File: src/rtl/kalman_pkg.sv
// Shared constants and FSM encoding for the Kalman step sequencer and its
// measurement buffer.
package kalman_pkg;

  localparam int DATA_WIDTH_DEF = 32;
  localparam int VEC_WIDTH      = 3 * DATA_WIDTH_DEF;

  typedef enum logic [1:0] {
    ST_IDLE      = 2'd0,
    ST_WAIT_DONE = 2'd1,
    ST_WAIT_CLR  = 2'd2
  } seq_state_t;

endpackage

File: src/rtl/meas_fifo.sv
// Synchronous measurement FIFO. A push while full is refused even when a pop
// happens on the same edge; pointers wrap naturally at the power-of-2 depth.
module meas_fifo
  import kalman_pkg::*;
#(
  parameter int WIDTH = VEC_WIDTH,
  parameter int DEPTH = 4,
  localparam int AW   = $clog2(DEPTH)
) (
  input  logic             clk,
  input  logic             rst,
  input  logic             push,
  input  logic             pop,
  input  logic [WIDTH-1:0] wdata,
  output logic [WIDTH-1:0] rdata,
  output logic             full,
  output logic             empty,
  output logic [AW:0]      count
);

  logic [WIDTH-1:0] mem [DEPTH];
  logic [AW-1:0]    wr_ptr;
  logic [AW-1:0]    rd_ptr;
  logic             do_push;
  logic             do_pop;

  assign full    = (count == (AW + 1)'(DEPTH));
  assign empty   = (count == '0);
  assign do_push = push && !full;
  assign do_pop  = pop && !empty;
  assign rdata   = mem[rd_ptr];

  always_ff @(posedge clk) begin
    if (rst) begin
      wr_ptr <= '0;
      rd_ptr <= '0;
      count  <= '0;
      for (int i = 0; i < DEPTH; i++) begin
        mem[i] <= '0;
      end
    end else begin
      if (do_push) begin
        mem[wr_ptr] <= wdata;
        wr_ptr      <= wr_ptr + 1'b1;
      end
      if (do_pop) begin
        rd_ptr <= rd_ptr + 1'b1;
      end
      case ({do_push, do_pop})
        2'b10:   count <= count + 1'b1;
        2'b01:   count <= count - 1'b1;
        default: count <= count;
      endcase
    end
  end

endmodule

File: src/rtl/kalman_step_sequencer.sv
// Streams buffered 3-D measurements through kalman_fsm_3d, one start/done
// handshake per sample, and presents each estimate on a valid/ready port.
module kalman_step_sequencer
  import kalman_pkg::*;
#(
  parameter int DATA_WIDTH     = DATA_WIDTH_DEF,
  parameter int FIFO_DEPTH     = 4,
  parameter int TIMEOUT_CYCLES = 1024,
  parameter int CNT_WIDTH      = 16
) (
  input  logic                         clk,
  input  logic                         rst,
  input  logic                         meas_valid,
  output logic                         meas_ready,
  input  logic signed [DATA_WIDTH-1:0] meas_x,
  input  logic signed [DATA_WIDTH-1:0] meas_y,
  input  logic signed [DATA_WIDTH-1:0] meas_z,
  output logic                         est_valid,
  input  logic                         est_ready,
  output logic signed [DATA_WIDTH-1:0] est_x,
  output logic signed [DATA_WIDTH-1:0] est_y,
  output logic signed [DATA_WIDTH-1:0] est_z,
  output logic                         kf_start,
  input  logic                         kf_done,
  output logic signed [DATA_WIDTH-1:0] kf_z_x,
  output logic signed [DATA_WIDTH-1:0] kf_z_y,
  output logic signed [DATA_WIDTH-1:0] kf_z_z,
  input  logic signed [DATA_WIDTH-1:0] kf_x_x,
  input  logic signed [DATA_WIDTH-1:0] kf_x_y,
  input  logic signed [DATA_WIDTH-1:0] kf_x_z,
  output logic [CNT_WIDTH-1:0]         step_count,
  output logic                         timeout_err,
  output logic                         busy
);

  localparam int VW = 3 * DATA_WIDTH;
  localparam int AW = $clog2(FIFO_DEPTH);
  localparam int TW = $clog2(TIMEOUT_CYCLES);
  localparam logic [TW-1:0] PHASE_LAST = TW'(TIMEOUT_CYCLES - 1);

  seq_state_t     state;
  logic [TW-1:0]  phase_cnt;
  logic           phase_expired;
  logic [VW-1:0]  fifo_wdata;
  logic [VW-1:0]  fifo_rdata;
  logic           fifo_full;
  logic           fifo_empty;
  logic [AW:0]    fifo_count;
  logic           fifo_push;
  logic           fifo_pop;

  assign meas_ready    = !rst && !fifo_full;
  assign fifo_push     = meas_valid && meas_ready;
  assign fifo_wdata    = {meas_x, meas_y, meas_z};
  assign phase_expired = (phase_cnt == PHASE_LAST);

  // A new step only launches once the previous estimate has been taken and
  // the filter has dropped done, so estimates are never overwritten.
  assign fifo_pop = (state == ST_IDLE) && !fifo_empty && !est_valid && !kf_done;

  assign busy = (state != ST_IDLE) || (fifo_count != '0);

  meas_fifo #(
    .WIDTH (VW),
    .DEPTH (FIFO_DEPTH)
  ) u_fifo (
    .clk   (clk),
    .rst   (rst),
    .push  (fifo_push),
    .pop   (fifo_pop),
    .wdata (fifo_wdata),
    .rdata (fifo_rdata),
    .full  (fifo_full),
    .empty (fifo_empty),
    .count (fifo_count)
  );

  always_ff @(posedge clk) begin
    if (rst) begin
      state       <= ST_IDLE;
      phase_cnt   <= '0;
      kf_start    <= 1'b0;
      kf_z_x      <= '0;
      kf_z_y      <= '0;
      kf_z_z      <= '0;
      est_valid   <= 1'b0;
      est_x       <= '0;
      est_y       <= '0;
      est_z       <= '0;
      step_count  <= '0;
      timeout_err <= 1'b0;
    end else begin
      if (est_valid && est_ready) begin
        est_valid <= 1'b0;
      end
      case (state)
        ST_IDLE: begin
          if (fifo_pop) begin
            {kf_z_x, kf_z_y, kf_z_z} <= fifo_rdata;
            kf_start  <= 1'b1;
            phase_cnt <= '0;
            state     <= ST_WAIT_DONE;
          end
        end
        ST_WAIT_DONE: begin
          if (kf_done) begin
            est_x      <= kf_x_x;
            est_y      <= kf_x_y;
            est_z      <= kf_x_z;
            est_valid  <= 1'b1;
            kf_start   <= 1'b0;
            step_count <= step_count + 1'b1;
            phase_cnt  <= '0;
            state      <= ST_WAIT_CLR;
          end else if (phase_expired) begin
            // Aborted sample is dropped: no estimate and no step counted.
            timeout_err <= 1'b1;
            kf_start    <= 1'b0;
            state       <= ST_IDLE;
          end else begin
            phase_cnt <= phase_cnt + 1'b1;
          end
        end
        ST_WAIT_CLR: begin
          if (!kf_done) begin
            state <= ST_IDLE;
          end else if (phase_expired) begin
            timeout_err <= 1'b1;
            kf_start    <= 1'b0;
            state       <= ST_IDLE;
          end else begin
            phase_cnt <= phase_cnt + 1'b1;
          end
        end
        default: begin
          kf_start <= 1'b0;
          state    <= ST_IDLE;
        end
      endcase
    end
  end

endmodule
File: config.mk
export PLATFORM = sky130hd
export DESIGN_NAME = kalman_step_sequencer
export DESIGN_NICKNAME = d
export VERILOG_FILES = /design/src/rtl/kalman_pkg.sv /design/src/rtl/meas_fifo.sv /design/src/rtl/kalman_step_sequencer.sv
export SDC_FILE = /design/constraint.sdc
export NUM_CORES = 1
export LEC_CHECK = 0
export ABC_AREA = 1
export CORE_MARGIN = 8
export CORE_UTILIZATION = 35
export DETAILED_ROUTE_END_ITERATION = 12
export DONT_BUFFER_PORTS = 1
export SKIP_LAST_GASP = 1
export SLEW_MARGIN = 20
export SYNTH_ARGS = -nofsm -noshare
export SYNTH_HDL_FRONTEND = slang
export SYNTH_SLANG_ARGS = --single-unit
File: constraint.sdc
create_clock -name clk -period 8.3 [get_ports clk]
set_input_delay 0.83 -clock clk [delete_from_list [all_inputs] [get_ports clk]]
set_output_delay 0.83 -clock clk [all_outputs]
set_load 0.01 [all_outputs]
# ---- After elaboration in Yosys (flattened, before gate mapping)
# Memory sizes are Yosys's and may differ from the RTL's. A register that Yosys moved wholly into a read port is not among the register bits.
# Index checks and enable logic that the tools add are counted.
# Widths: inputs -> output; s select.
dict set report classes {
  eq_ne 9
  mux 31
  n_addsub 6
  n_reduce_logical 27
}
# op n
set op_table {}
lappend op_table {{$mux 96} 1}
lappend op_table {{$reduce_or 96->1} 1}
lappend op_table {{$mux 10} 4}
lappend op_table {{$pmux 10 s3} 1}
lappend op_table {{$add 16x1->16 const B} 1}
lappend op_table {{$mux 1} 16}
lappend op_table {{$add 10x1->10 const B} 1}
lappend op_table {{$eq 10x10->1 const B} 1}
lappend op_table {{$mux 2} 5}
lappend op_table {{$logic_and 1x1->1} 8}
lappend op_table {{$pmux 2 s3} 1}
lappend op_table {{$pmux 3 s2} 1}
lappend op_table {{$reduce_and 2->1} 3}
lappend op_table {{$reduce_and 3->1} 2}
lappend op_table {{$reduce_bool 2->1} 3}
lappend op_table {{$reduce_bool 3->1} 2}
lappend op_table {{$logic_not 1->1} 5}
lappend op_table {{$add 2x1->2 const B} 2}
lappend op_table {{$eq 2x1->1 const B} 2}
lappend op_table {{$eq 2x2->1 const B} 2}
lappend op_table {{$ne 2x2->1 const B} 2}
lappend op_table {{$add 3x1->3 const B} 1}
lappend op_table {{$eq 3x3->1 const B} 1}
lappend op_table {{$logic_not 3->1} 1}
lappend op_table {{6 further kinds} 6}
dict set report word_totals {
  output_inout_bits 213
  mem_bits_rw 384
  n_memories 1
  reg_bits 134
  in_bits 197
  wordCells 86
}
# name depth width rd rd_ports_with_merged_regs write_ports line
set mem_list {}
lappend mem_list {u_fifo.mem 4 96 1 1 4 meas_fifo.sv:21} ;# logic [WIDTH-1:0] mem [DEPTH];

# ---- Logic depth before layout (Yosys ltp)
# Gate-level depths: netlist of run 1.
dict set report logic_depth {
  depth_word 10
  depth_mapped 15
  depth_no_buf 13
}

# ---- Cells and area by module
# Synthesis of run 1 repeated with hierarchy kept, for this count alone.
dict set report hier_totals {
  hier_cells 2715
  hier_area_um2 25557.0
}
# mod cells_per_inst instances area_per_inst_um2 seq_area_each_um2
set modules_own_cells {}
lappend modules_own_cells {meas_fifo 1625 1 17327.9 11711.2}
lappend modules_own_cells {kalman_step_sequencer 1090 1 8229.1 4464.3}

# ---- Worst setup path before layout of run 1
# No wires, ideal clock.
dict set report synth_path {
  path_kind {input-to-reg}
  start {input rst}
  end {memory u_fifo.mem[3][0] in the netlist's numbering (enable)}
  setup_ps 551
  path_slack_ps 2139
  n_path_buf 1
  arrival_ps 5610
  required_ps 7749
  path_stages 6
  path_cell_list {buf_2 -> a31oi_4 -> nand2_4 -> o21ai_0 -> inv_1 -> nor2_1}
}
# item line
set synth_lines {}
lappend synth_lines {{from (decl)} kalman_step_sequencer.sv:12} ;# input logic rst,
lappend synth_lines {{to (decl)} meas_fifo.sv:21}

==> results.yml, run 1 <==
run_status:
  status: "finished, final reports clean"
global_route:
  grt_max_degree: 120
  grt_pass1_wl_um: 107000
  grtUsageTotal_pct: 17.3
  grt_antenna_before_repair: 9
  grt_pass1_vias: 17890
  grt.overflow.total: 0
floorplanning:
  io_pins: 410
  dieWidth_um: 282
  rows: 97
  start_util_pct: 35.3
  core_um2: 70000
  die-area_um2: 79400
  die_h_um: 282
clock_network:
  ctsHoldBuffers: 0
  numCtsBuffers: 70
  path_clk_slew_ps: 60
  postCtsSetupBuffers: 0
  tritoncts: "yes"
  clkSinkCount: 614
  cts_root_buf: "clkbuf_16"
  cts_buffer_depth: 3
  clk_latency_ps: 610
  post_cts_resized: 0
  htreeDepth: 3
synthesis:
  ys_seq_area_share_pct: 65.3
  synthFlopType: "edfxtp_1"
  ys_async_sr_fraction_pct: 0
  synth_top_area_cell: "edfxtp_1"
  yosysMostFrequentCell: "nor2_1"
  syn-cell-area_um2: 24700
  yosysTopAreaCellShare_pct: 46.6
  syn_inst: 2606
  ys_ff_latch: 614
  synth.avg_cell_area_um2: 9.49
  yosysWarnings: 0
  syn-num-nets: 2811
  synth_enable_flop_cells: 384
  yosys-top-cells-count: "1007 x nor2_1, 407 x o21ai_0, 384 x edfxtp_1"
  synthTopCellsByArea: "edfxtp_1 47%, dfxtp_1 19%, nor2_1 15%"
  synthDistinctLibCells: 34
timing:
  rsz0062_at_grt: "no"
  fin_skew_ps: 22.9
  timing.final.crit_period_ps: 4090
  finalCritPeriodShare_pct: 49.3
  setup_viol: 0
  fmax_mhz: 244
  fin_tns_setup_ps: 0
  hold_viol: 0
  worstMarginPinSlew_ps: 1110
  maxSlewHeadroom_pct: 25.7
  report.final.slew_viol_count: 0
worst_setup_path:
  r2r_slack_ps: 4210
  arrival_ps: 4320
  cp_data_required_time_ps: 8530
  critPathLaunchType: "flip-flop"
  critPathMaxFanout: 52
  setup.worst_path.class: "flip-flop to flip-flop"
  critPathCaptureType: "flip-flop"
layout:
  drive_gt1_share_pct: 5.74
  final_nets: 2730
  stdcell_count: 3526
  syn_to_final_growth_pct: 12.2
route:
  ant_nets: 0
  wirelength_um: 71900
  highest-signal-layer: "met4"
  m1WireLength_um: 26800
  drtPass1Iterations: 5
  wl_met2_um: 35400
  drtIter0Drc: 1075
  drc: 0
  via_per_inst: 5.07
  avgRoutedWirePerCell_um: 20.4
  met3_length_um: 7850
  vias: 17877
placed_design:
  io_buffers: 0
  dp_hpwl_um: 43200
  globalplace.congestion: 0.940
  dp_cells: 3393
power:
  p_leak_uw: 0.0104
  ir_worst_vdd_v: 0.000220
  power_density_nw_per_um2: 310
min_path:
  min_path_type: "input pin to flip-flop"
job:
  max-cap-violations: 0
-- cell usage in the layout, fill, tap and decap left out, types with 13 or more instances in the layout --
| cell type | n |
|---|---|
| a21oi_1 | 21 |
| a31oi_1 | 98 |
| buf_4 | 18 |
| clkbuf_1 | 18 |
| clkbuf_16 | 72 |
| dfxtp_1 | 228 |
| edfxtp_1 | 384 |
| inv_1 | 143 |
| nand2_1 | 68 |
| nand3_1 | 14 |
| nor2_1 | 1006 |
| nor3_1 | 13 |
| o21ai_0 | 407 |
-- report_power, final --
| group | leakage, uW | switching, uW | internal (uW) |
|---|---|---|---|
| clock network | 0.00113 | 1250 | 1840 |
| registers | 0.00584 | 483 | 3700 |
| logic | 0.00347 | 960 | 372 |
-- cells by family after synthesis --
logic type	synth area share, %
and+or+nand+nor	17.6
xor gates and xnor gates	0.177
adders and majority gates	0.435
AOI/OAI and AO/OA	11.3
DFF	65.3
buffers and inverters	5.25
-- critical path: stages (launching register included) --
cell and delay, ps:
dfxtp_1 340, inv_2 70, a31oi_4 420, nand2_4 460, nor2_4 350, nand2_4 380, nand2_4 720, buf_4 790
-- routing by layer --
layer / vias to the layer above / GRT usage [%]
met5: - / 0
met4: 0 / 5.33
met3: 111 / 6.66
met2: 699 / 30.5
met1: 8536 / 19.3
li1: 8531 / -
-- stage by stage --
step / setup WS, ps / cell area [um^2] / hold slack [ps] / util [%] / power (uW)
after floorplan: 2140 / 24700 / 454 / - / 5090
after global placement: 3770 / 25400 / 471 / 36.2 / 5560
after global routing: 3930 / 27700 / 244 / 39.6 / 9050
after CTS: 4150 / 27700 / 240 / 39.6 / 8730
final: 4210 / 27700 / 300 / 39.6 / 8600
after detailed placement: 3750 / 25400 / 490 / 36.2 / 5610
-- final timing paths --
kind                                              startpoint  cells past startpoint                              end
worst max register to register  u_fifo.count[1]$_SDFFE_PP0P_                      7  u_fifo.mem[1][92]$_SDFFCE_PN0P_
worst max-delay path            u_fifo.count[1]$_SDFFE_PP0P_                      7  u_fifo.mem[1][92]$_SDFFCE_PN0P_
worst min register to register     phase_cnt[3]$_SDFFE_PP0P_                      2        phase_cnt[3]$_SDFFE_PP0P_
worst min-delay path                                     rst                      1       step_count[2]$_SDFFE_PP0P_
-- flip-flops by register name, indices dropped and copies added, names as in the netlist --
name           flops
u_fifo.mem       384
est_x             32
est_y             32
est_z             32
kf_z_x            32
kf_z_y            32
kf_z_z            32
step_count        16
phase_cnt         10
u_fifo.count       3
state              2
u_fifo.rd_ptr      2
u_fifo.wr_ptr      2
est_valid          1
kf_start           1
timeout_err        1
-- final cells by class --
class / instances / area [um^2]
fillers: 6829 / 42300
flip-flops and latches: 614 / 16100
multi-input cells: 1668 / 7330
clock buffers: 102 / 2030
well taps: 940 / 1180
inverters: 152 / 588
clock inverters: 25 / 299
repair buffers: 19 / 146
diodes: 6 / 15.0
Power figures use the tool's default switching activity.
==> inputs of run 2 (changes only) <==
==> constraint.sdc (replaced) <==
create_clock -name clk -period 3.28 [get_ports clk]
set_input_delay 0.328 -clock clk [delete_from_list [all_inputs] [get_ports clk]]
set_output_delay 0.328 -clock clk [all_outputs]
set_load 0.01 [all_outputs]
==> results.yml, run 2 (synthesized netlist as in run 1, its figures left out) <==
run_status:
  status: "finished, final reports clean"
placed_design:
  globalplace.congestion: 0.883
  io_buffers: 0
  dp_hpwl_um: 43300
  placed_area_um2: 25700
floorplanning:
  dieWidth_um: 282
  die-area_um2: 79400
  rows: 97
  core_um2: 70000
  io_pins: 410
  start_util_pct: 35.3
  die_h_um: 282
route:
  drc: 0
  avgRoutedWirePerCell_um: 19.5
  met3_length_um: 7540
  vias: 18846
  drtIter0Drc: 1545
  ant_nets: 0
  via_per_inst: 5.07
  wl_met2_um: 34200
  m1WireLength_um: 28600
  drtPass1Iterations: 9
  highest-signal-layer: "met5"
  wirelength_um: 72300
min_path:
  min_path_type: "input pin to flip-flop"
clock_network:
  post_cts_resized: 0
  clkSinkCount: 614
  htreeDepth: 3
  path_clk_slew_ps: 60
  ctsHoldBuffers: 174
  tritoncts: "yes"
  cts_buffer_depth: 3
  clk_latency_ps: 600
  cts_root_buf: "clkbuf_16"
  numCtsBuffers: 69
  postCtsSetupBuffers: 0
global_route:
  grt_antenna_before_repair: 15
  grtUsageTotal_pct: 17.3
  grt.overflow.total: 0
  grt_pass1_vias: 18464
  grt_max_degree: 194
  grt_pass1_wl_um: 108000
power:
  p_leak_uw: 0.0113
  p_total_uw: 22100
  power_density_nw_per_um2: 743
  ir_worst_vdd_v: 0.000470
worst_setup_path:
  crit_chain: "inv_2, a31oi_4, nand2_4, buf_4, nor2_4, nand2_4, nand2_8, buf_12"
  arrival_ps: 2700
  setup.worst_path.class: "flip-flop to flip-flop"
  critPathCaptureType: "flip-flop"
  slowest_stage: "a31oi_4"
  critPathLaunchType: "flip-flop"
  path_buf_inv: 3
  cp_data_required_time_ps: 3530
  cp_top_family: "simple AND/OR/NAND/NOR gates"
  critPathMostFrequentCell: "nand2_4"
  critPathMaxFanout: 42
  critPathMaxStageDelay_ps: 390
  r2r_slack_ps: 820
timing:
  finalCritPeriodShare_pct: 74.9
  rsz0062_at_grt: "no"
  report.final.slew_viol_count: 0
  setup_viol: 0
  worstMarginPinSlew_ps: 1120
  maxSlewHeadroom_pct: 25.3
  timing.final.crit_period_ps: 2460
  fmax_mhz: 407
  fin_skew_ps: 26.2
  hold_viol: 0
  holdWs_ps: 26.6
  fin_tns_setup_ps: 0
layout:
  largest_reg_flops: 384
  final_common_cell: "nor2_1"
  syn_to_final_growth_pct: 20.5
  drive_gt1_share_pct: 6.11
  final_cell_mix: "1006 x nor2_1, 407 x o21ai_0, 384 x edfxtp_1"
  fillers: 6554
  fin_area_um2: 29800
  max_flop_register: "u_fifo.mem"
  final_nets: 2917
job:
  max-cap-violations: 0
run 2: report_power, final:
part	leakage [uW]	internal, uW	switching, uW	total, uW
combinational	0.00432	1150	2460	3600
clock	0.00117	4820	3140	7960
sequential	0.00584	9350	1220	10600
total	0.0113	15300	6810	22100
run 2: metal layers:
metal	GRT usage (%)	vias up
met2	29.8	754
met1	20.0	9019
met4	5.87	8
met3	5.97	140
met5	0	-
li1	-	8925
run 2: area by class of cell:
cell class                      count  area, um^2  share of cell area (%)
Antenna cell                       11        27.5                  0.0924
Inverter                          152         588                    1.97
Clock buffer                       93        1980                    6.65
Tap cell                          940        1180                    3.95
Clock inverter                     32         379                    1.27
Timing Repair Buffer              207        2140                    7.18
Sequential cell                   614       16100                    54.2
Multi-Input combinational cell   1668        7350                    24.7
run 2: per-stage QoR:
| step | instances | utilization [%] | setup slack, ps |
|---|---|---|---|
| after detailed placement | 3407 | 36.6 | 770 |
| after global placement | 3407 | 36.6 | 785 |
| after global routing | 3714 | 42.5 | 654 |
| after CTS | 3706 | 42.5 | 749 |
| after floorplan | 2606 | - | 307 |
| final | 3717 | 42.5 | 823 |
run 2: worst paths after layout:
path                                                   start                         endpoint  depth (start not counted)
worst max-delay path            u_fifo.count[1]$_SDFFE_PP0P_  u_fifo.mem[1][91]$_SDFFCE_PN0P_                          8
worst min-delay path                              meas_z[28]  u_fifo.mem[1][28]$_SDFFCE_PN0P_                          2
worst min register to register     phase_cnt[8]$_SDFFE_PP0P_        phase_cnt[8]$_SDFFE_PP0P_                          2
worst max register to register  u_fifo.count[1]$_SDFFE_PP0P_  u_fifo.mem[1][91]$_SDFFCE_PN0P_                          8
